### config.mk
export PLATFORM = sky130hd
export DESIGN_NAME = backward_propagation
export DESIGN_NICKNAME = d
export VERILOG_FILES = /design/src/rtl/xor_nn_pkg.sv /design/src/rtl/fxp_mul_sat.sv /design/src/rtl/backward_propagation.sv
export SDC_FILE = /design/constraint.sdc
export NUM_CORES = 2
export LEC_CHECK = 0
export ABC_AREA = 1
export BUFFER_PORTS_ARGS = -buffer_cell sky130_fd_sc_hd__buf_2
export CORE_MARGIN = 1
export CORE_UTILIZATION = 35
export DETAILED_ROUTE_END_ITERATION = 8
export GPL_TIMING_DRIVEN = 0
export MAX_ROUTING_LAYER = met4
export SETUP_SLACK_MARGIN = 0.2
export SLEW_MARGIN = 10
export SYNTH_ARGS = -nofsm -noshare
export SYNTH_HDL_FRONTEND = slang
export SYNTH_HIERARCHICAL = 1
export SYNTH_SLANG_ARGS = --single-unit
### constraint.sdc
create_clock -name clk -period 15 [get_ports clk]
set_clock_uncertainty 0.1 [all_clocks]
set_input_delay 2.25 -clock clk [delete_from_list [all_inputs] [get_ports clk]]
set_output_delay 2.25 -clock clk [all_outputs]
set_load 0.005 [all_outputs]
### src/rtl/xor_nn_pkg.sv
// Shared fixed-point constants, FSM encodings and saturating helpers for the 2-2-1 XOR network.
// All data is signed 8.8; every arithmetic result clamps to [0x8000, 0x7FFF] instead of wrapping.
package xor_nn_pkg;
  localparam int DATA_W = 16;
  localparam int FRAC   = 8;

  localparam logic [DATA_W-1:0] SAT_MAX = 16'h7FFF;
  localparam logic [DATA_W-1:0] SAT_MIN = 16'h8000;
  localparam logic [DATA_W-1:0] ONE     = 16'h0100;

  localparam logic [2:0] IDLE  = 3'd0;
  localparam logic [2:0] OUT_D = 3'd1;
  localparam logic [2:0] HID_D = 3'd2;
  localparam logic [2:0] GRAD  = 3'd3;
  localparam logic [2:0] UPD   = 3'd4;
  localparam logic [2:0] DONE  = 3'd5;

  localparam logic [3:0] OUT_N  = 4'd2;
  localparam logic [3:0] HID_N  = 4'd6;
  localparam logic [3:0] GRAD_N = 4'd6;
  localparam logic [3:0] UPD_N  = 4'd9;

  function automatic logic [DATA_W-1:0] sat16(input logic signed [31:0] v);
    if (v > 32'sd32767) return SAT_MAX;
    if (v < -32'sd32768) return SAT_MIN;
    return v[DATA_W-1:0];
  endfunction

  function automatic logic [DATA_W-1:0] add_sat(input logic [DATA_W-1:0] a, input logic [DATA_W-1:0] b);
    logic signed [31:0] s;
    s = 32'($signed(a)) + 32'($signed(b));
    return sat16(s);
  endfunction

  function automatic logic [DATA_W-1:0] sub_sat(input logic [DATA_W-1:0] a, input logic [DATA_W-1:0] b);
    logic signed [31:0] s;
    s = 32'($signed(a)) - 32'($signed(b));
    return sat16(s);
  endfunction
endpackage

### src/rtl/fxp_mul_sat.sv
// Combinational signed 8.8 multiply: full 32-bit product, floor shift by FRAC, clamp to 16 bits.
module fxp_mul_sat
  import xor_nn_pkg::*;
(
  input  logic [DATA_W-1:0] a,
  input  logic [DATA_W-1:0] b,
  output logic [DATA_W-1:0] p
);
  logic signed [31:0] prod;
  logic signed [31:0] shifted;

  assign prod    = $signed(a) * $signed(b);
  assign shifted = prod >>> FRAC;
  assign p       = sat16(shifted);
endmodule

### src/rtl/backward_propagation.sv
// SGD backward pass for the 2-2-1 XOR net: one shared saturating multiplier sequenced by an FSM.
// bp_valid rises 24 edges after the start edge and holds until enable_bp drops.
module backward_propagation
  import xor_nn_pkg::*;
(
  input  logic              clk,
  input  logic              rst_n,
  input  logic              enable_bp,
  input  logic [DATA_W-1:0] x1,
  input  logic [DATA_W-1:0] x2,
  input  logic [DATA_W-1:0] h1,
  input  logic [DATA_W-1:0] h2,
  input  logic [DATA_W-1:0] y,
  input  logic [DATA_W-1:0] target,
  input  logic [DATA_W-1:0] lr,
  input  logic [DATA_W-1:0] w11,
  input  logic [DATA_W-1:0] w12,
  input  logic [DATA_W-1:0] w21,
  input  logic [DATA_W-1:0] w22,
  input  logic [DATA_W-1:0] w31,
  input  logic [DATA_W-1:0] w32,
  input  logic [DATA_W-1:0] b1,
  input  logic [DATA_W-1:0] b2,
  input  logic [DATA_W-1:0] b3,
  output logic [DATA_W-1:0] w11_out,
  output logic [DATA_W-1:0] w12_out,
  output logic [DATA_W-1:0] w21_out,
  output logic [DATA_W-1:0] w22_out,
  output logic [DATA_W-1:0] w31_out,
  output logic [DATA_W-1:0] w32_out,
  output logic [DATA_W-1:0] b1_out,
  output logic [DATA_W-1:0] b2_out,
  output logic [DATA_W-1:0] b3_out,
  output logic              bp_valid
);
  logic [2:0]        state;
  logic [3:0]        cnt;
  logic [DATA_W-1:0] lx1, lx2, lh1, lh2, ly, ltgt, llr;
  // Parameters held in update order: w31,w32,b3,w11,w12,b1,w21,w22,b2
  logic [DATA_W-1:0] p [0:8];
  logic [DATA_W-1:0] t1, t2, d1, d2, d3;
  logic [DATA_W-1:0] g31, g32, g11, g12, g21, g22;
  logic [DATA_W-1:0] ma, mb, prod, gsel;

  fxp_mul_sat u_mul (.a(ma), .b(mb), .p(prod));

  always_comb begin
    gsel = '0;
    case (cnt)
      4'd0: gsel = g31;
      4'd1: gsel = g32;
      4'd2: gsel = d3;
      4'd3: gsel = g11;
      4'd4: gsel = g12;
      4'd5: gsel = d1;
      4'd6: gsel = g21;
      4'd7: gsel = g22;
      4'd8: gsel = d2;
      default: gsel = '0;
    endcase
  end

  always_comb begin
    ma = '0;
    mb = '0;
    case (state)
      OUT_D: begin
        if (cnt == 4'd0) begin ma = ly; mb = sub_sat(ONE, ly); end
        else             begin ma = t1; mb = sub_sat(ly, ltgt); end
      end
      HID_D: begin
        case (cnt)
          4'd0: begin ma = d3;  mb = p[0]; end
          4'd1: begin ma = lh1; mb = sub_sat(ONE, lh1); end
          4'd3: begin ma = d3;  mb = p[1]; end
          4'd4: begin ma = lh2; mb = sub_sat(ONE, lh2); end
          default: begin ma = t1; mb = t2; end
        endcase
      end
      GRAD: begin
        case (cnt)
          4'd0: begin ma = d3; mb = lh1; end
          4'd1: begin ma = d3; mb = lh2; end
          4'd2: begin ma = d1; mb = lx1; end
          4'd3: begin ma = d1; mb = lx2; end
          4'd4: begin ma = d2; mb = lx1; end
          default: begin ma = d2; mb = lx2; end
        endcase
      end
      UPD: begin ma = llr; mb = gsel; end
      default: begin ma = '0; mb = '0; end
    endcase
  end

  always_ff @(posedge clk or negedge rst_n) begin
    if (!rst_n) begin
      state <= IDLE;
      cnt   <= '0;
      {lx1, lx2, lh1, lh2, ly, ltgt, llr} <= '0;
      for (int i = 0; i < 9; i++) p[i] <= '0;
      {t1, t2, d1, d2, d3} <= '0;
      {g31, g32, g11, g12, g21, g22} <= '0;
      {w11_out, w12_out, w21_out, w22_out, w31_out, w32_out} <= '0;
      {b1_out, b2_out, b3_out} <= '0;
      bp_valid <= 1'b0;
    end else begin
      case (state)
        IDLE: if (enable_bp) begin
          {lx1, lx2, lh1, lh2, ly, ltgt, llr} <= {x1, x2, h1, h2, y, target, lr};
          p[0] <= w31; p[1] <= w32; p[2] <= b3;
          p[3] <= w11; p[4] <= w12; p[5] <= b1;
          p[6] <= w21; p[7] <= w22; p[8] <= b2;
          state <= OUT_D;
          cnt   <= '0;
        end
        OUT_D: begin
          if (cnt == 4'd0) t1 <= prod;
          else             d3 <= prod;
          if (cnt == OUT_N - 4'd1) begin state <= HID_D; cnt <= '0; end
          else cnt <= cnt + 4'd1;
        end
        HID_D: begin
          case (cnt)
            4'd0, 4'd3: t1 <= prod;
            4'd1, 4'd4: t2 <= prod;
            4'd2:       d1 <= prod;
            default:    d2 <= prod;
          endcase
          if (cnt == HID_N - 4'd1) begin state <= GRAD; cnt <= '0; end
          else cnt <= cnt + 4'd1;
        end
        GRAD: begin
          case (cnt)
            4'd0:    g31 <= prod;
            4'd1:    g32 <= prod;
            4'd2:    g11 <= prod;
            4'd3:    g12 <= prod;
            4'd4:    g21 <= prod;
            default: g22 <= prod;
          endcase
          if (cnt == GRAD_N - 4'd1) begin state <= UPD; cnt <= '0; end
          else cnt <= cnt + 4'd1;
        end
        UPD: begin
          // The extra cycle after the ninth update publishes all results on one edge
          if (cnt == UPD_N) begin
            w31_out <= p[0]; w32_out <= p[1]; b3_out <= p[2];
            w11_out <= p[3]; w12_out <= p[4]; b1_out <= p[5];
            w21_out <= p[6]; w22_out <= p[7]; b2_out <= p[8];
            bp_valid <= 1'b1;
            state    <= DONE;
            cnt      <= '0;
          end else begin
            p[cnt] <= sub_sat(p[cnt], prod);
            cnt    <= cnt + 4'd1;
          end
        end
        DONE: if (!enable_bp) begin
          bp_valid <= 1'b0;
          state    <= IDLE;
        end
        default: begin
          state <= IDLE;
          cnt   <= '0;
        end
      endcase
    end
  end
endmodule
# [Yosys cells after proc, flatten, opt, wreduce, memory -nomap -nowiden]
# Cells that the tools add are included.
[op_classes] add_sub_neg=6 n_mul=1 magnitude_cmp=14 n_eq_ne=23 mux=100 n_bitwise=4 reduce_logical=30
[op_table] op="2-to-1 mux 16 bit" n=33
[op_table] op="2-to-1 mux 144 bit" n=2
[op_table] op="case mux 144 bit (2 select lines)" n=1
[op_table] op="case mux 16 bit (4 select lines)" n=3
[op_table] op="bitwise mux 144 bit" n=1
[op_table] op="case mux 16 bit (9 select lines)" n=1
[op_table] op="case mux 16 bit (3 select lines)" n=2
[op_table] op="> comparator 17 x 16 -> 1 bit (second input constant)" n=5
[op_table] op="less-than comparator 17 x 16 -> 1 bit (second input constant)" n=5
[op_table] op="binary-select mux 16 bit (select 4 bit)" n=1
[op_table] op="demux 16 bit (select 4 bit)" n=1
[op_table] op="case mux 16 bit (2 select lines)" n=2
[op_table] op="subtractor 10 x 16 -> 17 bit (first input constant)" n=3
[op_table] op="2-to-1 mux 1 bit" n=40
[op_table] op="subtractor 16 x 16 -> 17 bit" n=2
[op_table] op="multiplier 16 x 16 -> 32 bit" n=1
[op_table] op="AND reduction 2 bit" n=13
[op_table] op="> comparator 24 x 16 -> 1 bit (second input constant)" n=1
[op_table] op="less-than comparator 24 x 16 -> 1 bit (second input constant)" n=1
[op_table] op="case mux 4 bit (5 select lines)" n=1
[op_table] op="2-to-1 mux 3 bit" n=6
[op_table] op="inequality test 2 bit (second input constant)" n=9
[op_table] op="case mux 3 bit (6 select lines)" n=1
[op_table] op="equality test 4 x 3 -> 1 bit (second input constant)" n=4
[op_table] op="other kinds (21)" n=39
[totals] ff_bits=584 input_bits=259 output_inout_bits=145 wordCells=217

# [Logic depth before layout (Yosys ltp)]
[depth] depth_word=33 ltp_mapped=70 ltp_nobuf=64

# [By module]
# Netlist, hierarchy kept.
[by_module_without_submodules] module="backward_propagation" instances=1 cells_per_inst=3780 area_each_um2=31079.8 seq_area_each_um2=14614.0
[by_module_without_submodules] module="fxp_mul_sat" instances=1 cells_per_inst=1433 area_each_um2=10795.4 seq_area_each_um2=0.0

# [Least setup slack after synthesis]
# OpenSTA, ideal clock, no wires.
[synth_path] path_type="register -> register" from="reg cnt[0]" to="reg p[114] (netlist bit)" setup_time_ns=0.077 arrival_time_ns=10.223 t_required_ns=14.823 slack_ns=4.599 stages_incl_launch_ff=59 path_buffers=10 period_less_slack_ns=10.401 path_cell_list="dfrtp_1 inv_1 clkbuf_1 buf_1 ha_1 buf_2 nand2_4 inv_2 nor2_2 inv_2 nor2_4 inv_2 clkbuf_1 o21ai_0 inv_1 nand2_1 nand3_1 clkbuf_1 [... 23 more ...] nand2_4 buf_12 nand2_2 inv_1 clkbuf_1 ha_1 a21oi_1 o21a_1 o21ai_2 nand3_1 nand2_1 xor2_1 or2_1 buf_4 buf_6 nand2_4 nand2_1 a21oi_1"
[synth_between] elab_chain_len=23 elab_cells_between_ends=61 cone_classes="add/sub (1); mul (1); order compare (6); eq/ne (10); mux (35); bitwise (1); reduce/logical (7)"
[synth_lines] element="from (decl)" line_no="backward_propagation.sv:37" source="logic [3:0] cnt;"
[synth_lines] element="from (signal assigned)" line_no="backward_propagation.sv:120" source="else cnt <= cnt + 4'd1;"
[synth_lines] element="from (signal assigned)" line_no="backward_propagation.sv:130" source="else cnt <= cnt + 4'd1;"
[synth_lines] element="from (signal assigned)" line_no="backward_propagation.sv:142" source="else cnt <= cnt + 4'd1;"
[synth_lines] element="equality test 4 x 3 -> 1 bit or equality test 4 x 2 -> 1 bit (tied branches)" line_no="backward_propagation.sv:49, backward_propagation.sv:72, backward_propagation.sv:81"
[synth_lines] element="OR reduction 2 bit (no source line)"
[synth_lines] element="case mux 16 bit (3 select lines)" line_no="backward_propagation.sv:81" source="case (cnt)"
[synth_lines] element="case mux 16 bit (4 select lines) (*)" line_no="backward_propagation.sv:66" source="case (state)"
[synth_lines] element="via mb[3]" line_no="backward_propagation.sv:43" source="logic [DATA_W-1:0] ma, mb, prod, gsel;"
[synth_lines] element="multiplier 16 x 16 -> 32 bit (*)" line_no="fxp_mul_sat.sv:12" source="assign prod = $signed(a) * $signed(b);"
[synth_lines] element="less-than comparator 24 x 16 -> 1 bit" line_no="xor_nn_pkg.sv:25" source="if (v < -32'sd32768) return SAT_MIN;"
[synth_lines] element="2-to-1 mux 1 bit (2 in a row)" line_no="xor_nn_pkg.sv:25"
[synth_lines] element="[... 2 more ...]"
[synth_lines] element="via prod[15]" line_no="backward_propagation.sv:43"
[synth_lines] element="[... 5 more ...]"
[synth_lines] element="2-to-1 mux 1 bit" line_no="backward_propagation.sv:107" source="case (state)"
[synth_lines] element="2-to-1 mux 16 bit" line_no="xor_nn_pkg.sv:26" source="return v[DATA_W-1:0];"
[synth_lines] element="2-to-1 mux 16 bit (*)" line_no="xor_nn_pkg.sv:25"
[synth_lines] element="2-to-1 mux 16 bit (*)" line_no="backward_propagation.sv:146" source="if (cnt == UPD_N) begin"
[synth_lines] element="2-to-1 mux 16 bit (*)" line_no="backward_propagation.sv:107"
[synth_lines] element="bitwise mux 144 bit (*)" line_no="backward_propagation.sv:154" source="p[cnt] <= sub_sat(p[cnt], prod);"
[synth_lines] element="2-to-1 mux 144 bit (*)" line_no="backward_propagation.sv:146"
[synth_lines] element="case mux 144 bit (2 select lines) (*)" line_no="backward_propagation.sv:107"
[synth_lines] element="to (signal, indexed assignment)" line_no="backward_propagation.sv:154"
[synth_lines] element="to (decl)" line_no="backward_propagation.sv:40" source="logic [DATA_W-1:0] p [0:8];"
# Mark *: on every way through the listed nets, which the timed path passes. The rest lies on a longest branch. The select of a mux whose other input is x is not followed.
# A chain may end at the register's enable or synchronous reset.

# [Final worst setup path]
[layout_path] from="reg cnt[0]" to="reg p[139] (netlist bit)"
[layout_between] elab_chain_len=23 elab_cells_between_ends=61 cone_classes="add/sub (1); mul (1); order compare (6); eq/ne (10); mux (35); bitwise (1); reduce/logical (7)"
[layout_lines] element="equality test 4 x 2 -> 1 bit, or another cell as far along" line_no="backward_propagation.sv:72, backward_propagation.sv:81"
[layout_lines] element="OR reduction 2 bit (no source line)"
[layout_lines] element="case mux 16 bit (3 select lines) or case mux 16 bit (2 select lines) (tied branches)" line_no="backward_propagation.sv:72, backward_propagation.sv:81"
[layout_lines] element="case mux 16 bit (4 select lines) (*)" line_no="backward_propagation.sv:66"
[layout_lines] element="via ma[8]" line_no="backward_propagation.sv:43"
[layout_lines] element="multiplier 16 x 16 -> 32 bit (*)" line_no="fxp_mul_sat.sv:12"
[layout_lines] element="less-than comparator 24 x 16 -> 1 bit" line_no="xor_nn_pkg.sv:25"
[layout_lines] element="2-to-1 mux 1 bit (2 in a row)" line_no="xor_nn_pkg.sv:25"
[layout_lines] element="[... 2 more ...]"
[layout_lines] element="via prod[1]" line_no="backward_propagation.sv:43"
[layout_lines] element="[... 5 more ...]"
[layout_lines] element="2-to-1 mux 1 bit" line_no="backward_propagation.sv:107"
[layout_lines] element="2-to-1 mux 16 bit" line_no="xor_nn_pkg.sv:26"
[layout_lines] element="2-to-1 mux 16 bit (*)" line_no="xor_nn_pkg.sv:25"
[layout_lines] element="2-to-1 mux 16 bit (*)" line_no="backward_propagation.sv:146"
[layout_lines] element="2-to-1 mux 16 bit (*)" line_no="backward_propagation.sv:107"
[layout_lines] element="bitwise mux 144 bit (*)" line_no="backward_propagation.sv:154"
[layout_lines] element="2-to-1 mux 144 bit (*)" line_no="backward_propagation.sv:146"
[layout_lines] element="case mux 144 bit (2 select lines) (*)" line_no="backward_propagation.sv:107"
# Marks and branches as above.

==> results.cfg <==
[synth]
synthTopCellsByArea = dfrtp_1 35%, fa_1 13%, nand2_1 11%, inv_1 6.5%, a21oi_1 5.2%
seq_area_frac_synth = 0.349
synth_warnings = 6
synth_seq_cells = 584
synth_top_cell_by_area = dfrtp_1
syn_nets = 5856
synth_top_area_frac = 0.349
postSynthCellCount = 5213
synth_cell_types = 64
syn_area_um2 = 41900
syn_area_per_cell_um2 = 8.03

[critical_path]
crit_path_end = p[139]$_DFFE_PN0P_
cp-end-kind = flip-flop
cp_slowest_cell = fa_1
worst_ep_required_time_ns = 15.46
worst_path_most_repeated_cell = nand2_1
startpoint = cnt[0]$_DFFE_PN0P_
crit_arrival_ns = 14.69
crit_fanout = 11
timing.rr.end = p[139]$_DFFE_PN0P_
ff2ff_path_depth = 58
worst-setup-path-type = flip-flop to flip-flop
slowest_delay_ns = 0.68
worst_setup_path_start_kind = flip-flop
r2r_setup_slack_ns = 0.77
worstReg2RegStart = cnt[0]$_DFFE_PN0P_

[sta]
fin_crit_ns = 14.23
period_share = 0.949
fin_ws_ns = 0.771
slew_viol_final = 0
setup_viol = 0
worst-slew-pin-transition_ns = 1.22
rsz0062_at_grt = false
max_freq_mhz = 70.3
relSlewSlack = 0.184
holdWs_ns = 0.385
hold_viol_final = 0
tns_ns = 0

[floorplanning]
start_util = 0.354
rows = 126
die_w_um = 348
core_area_um2 = 118000
dieArea_um2 = 121000
die_h_um = 348
ios = 404

[placement]
hpwl_um = 148000
port_buffers = 403
dpl_worst_slack_ns = 0.519
gp_congestion = 1.03

[layout]
largest_register_ffs = 144
syn_to_final_growth_pct = 15.3
drive_above_1_share = 0.155
finalNetCount = 6327
regMostFlops = p
fill_cells = 12400

[status]
status = finished, final reports clean

[routing]
drc = 0
route.detailed.wl_per_inst_um = 25.1
ant_nets = 0
drt_iter0_markers = 4418
first_pass_iters = 6
routed_via_density = 5.40
vias = 39700
totalWireLength_um = 184000

[global_routing]
grt_pass1_vias = 38900
grt-ovfl-total = 0
grt_max_degree = 109
antenna_found_initial = 21
track_usage = 0.310
grt_pass1_wl_um = 268000

[cts]
cts_root_buf = clkbuf_16
cts_tree = built
clockBufferDepth = 3
cts.sinks = 584
cts_buffers = 59
clkTransAtPathRegs_ns = 0.07
cts_max_level = 2
clk_latency_ns = 0.72

[run]
maxCapViolCount = 0

[hold_path]
hold_class = flip-flop to flip-flop
[synth_stat cells (all sizes together)]
| master | n |
|---|---|
| nand2 | 1234 |
| inv | 753 |
| dfrtp | 584 |
| nor2 | 457 |
| a21oi | 447 |
| o21ai | 352 |
| fa | 263 |
| nand3 | 184 |
| clkbuf | 178 |
| mux2 | 171 |
| ha | 121 |
| buf | 87 |
| o22ai | 50 |
| a221oi | 48 |
| xor2 | 39 |
| nand4 | 33 |
| a22oi | 28 |
| nor3 | 25 |
| o221ai | 21 |
| xnor2 | 20 |
| o31ai | 16 |
| o211ai | 15 |
| clkinv | 13 |
| o2111ai | 13 |
| a21o | 9 |
| nand3b | 9 |
| o21bai | 8 |
| or2 | 8 |
| a211oi | 6 |
| a31oi | 5 |
| and2 | 3 |
| and3 | 3 |
| nor4 | 2 |
| a211o | 1 |
| a21boi | 1 |
| a32o | 1 |
| o2111a | 1 |
| o21a | 1 |
| o311ai | 1 |
| o32a | 1 |
| o32ai | 1 |
[kinds of logic after synthesis]
logic type               after synthesis  synth area share
buffers and inverters               1031            0.0966
XOR/XNOR                              59            0.0130
AND/OR/NAND/NOR                     1958             0.194
multiplexers                         171            0.0460
adder cells (fa/ha/maj)              384             0.162
flip-flops                           584             0.349
AO/OA/AOI/OAI                       1026             0.140
[how the worst min path moves through the flow]
stage | endpoint | from | depth (start not counted) | slack, ns
after detailed placement | t2[2]$_DFFE_PN0P_ | t2[2]$_DFFE_PN0P_ | 2 | 0.37
after CTS | t2[2]$_DFFE_PN0P_ | t2[2]$_DFFE_PN0P_ | 2 | 0.39
after global routing | g21[8]$_DFFE_PN0P_ | g21[8]$_DFFE_PN0P_ | 2 | 0.40
after global placement | t2[14]$_DFFE_PN0P_ | t2[14]$_DFFE_PN0P_ | 2 | 0.36
after floorplan | t2[0]$_DFFE_PN0P_ | t2[0]$_DFFE_PN0P_ | 2 | 0.35
final | g21[3]$_DFFE_PN0P_ | g21[3]$_DFFE_PN0P_ | 2 | 0.38
[critical path: cells and delay by family, from the launching register on]
family                     cells  cell delay, ns
AOI/OAI and AO/OA              4            0.95
adders and majority gates      9            4.47
buffers and inverters         15            3.71
DFF                            1            0.49
and+or+nand+nor               30            4.33
[metrics by stage]
stage / util / std cells / instance area [um^2]
final: 0.408 / 7355 / 48300
after floorplan: - / 5213 / 41900
after CTS: 0.407 / 7333 / 48200
after detailed placement: 0.389 / 7223 / 46100
after global placement: 0.388 / 7216 / 45900
after global routing: 0.408 / 7355 / 48300
[placed cells by master, fill, tap and decap left out, drive strengths merged, types with 8 or more instances in the layout]
cell type	instances
fa	263
clkinv	23
a21o	9
o2111ai	13
ha	121
nor3	25
o221ai	21
xor2	39
o21bai	8
mux2	171
or2	8
a22oi	28
nand4	33
xnor2	20
diode	22
bufinv	8
nand3b	9
o22ai	50
o211ai	15
clkbuf	264
o31ai	16
buf	497
dfrtp	584
inv	756
nand3	184
a221oi	48
nand2	1234
nor2	457
o21ai	352
a21oi	447
[cell type report]
class                   count  area, um^2  share of cell area
inverters                 766        2890              0.0597
clock buffers              86        1720              0.0356
clock inverters            24         404             0.00837
repair buffers            410        2200              0.0456
diodes                     22        55.1             0.00114
multi-input cells        3598       23200               0.481
flip-flops and latches    584       14600               0.303
well taps                1600        2000              0.0415
plain buffers             265        1180              0.0244
[layer usage]
layer / share of wire / track usage / up-vias / routed length (um)
met5: 0 / - / - / 0
li1: - / - / 17700 / -
met2: 0.44 / 0.463 / 2066 / 81600
met4: 0.050 / 0.132 / 0 / 9260
met1: 0.42 / 0.415 / 19600 / 76900
met3: 0.090 / 0.0533 / 394 / 16500
[what timing repair did]
action                     CTS  global route
gates resized for setup      0            30
buffers inserted             0             0
setup endpoints to repair    0           135
hold buffers                 0             0
Power is not shown: default switching activity piles up to over one toggle a cycle in this logic, so the estimate is an artifact.
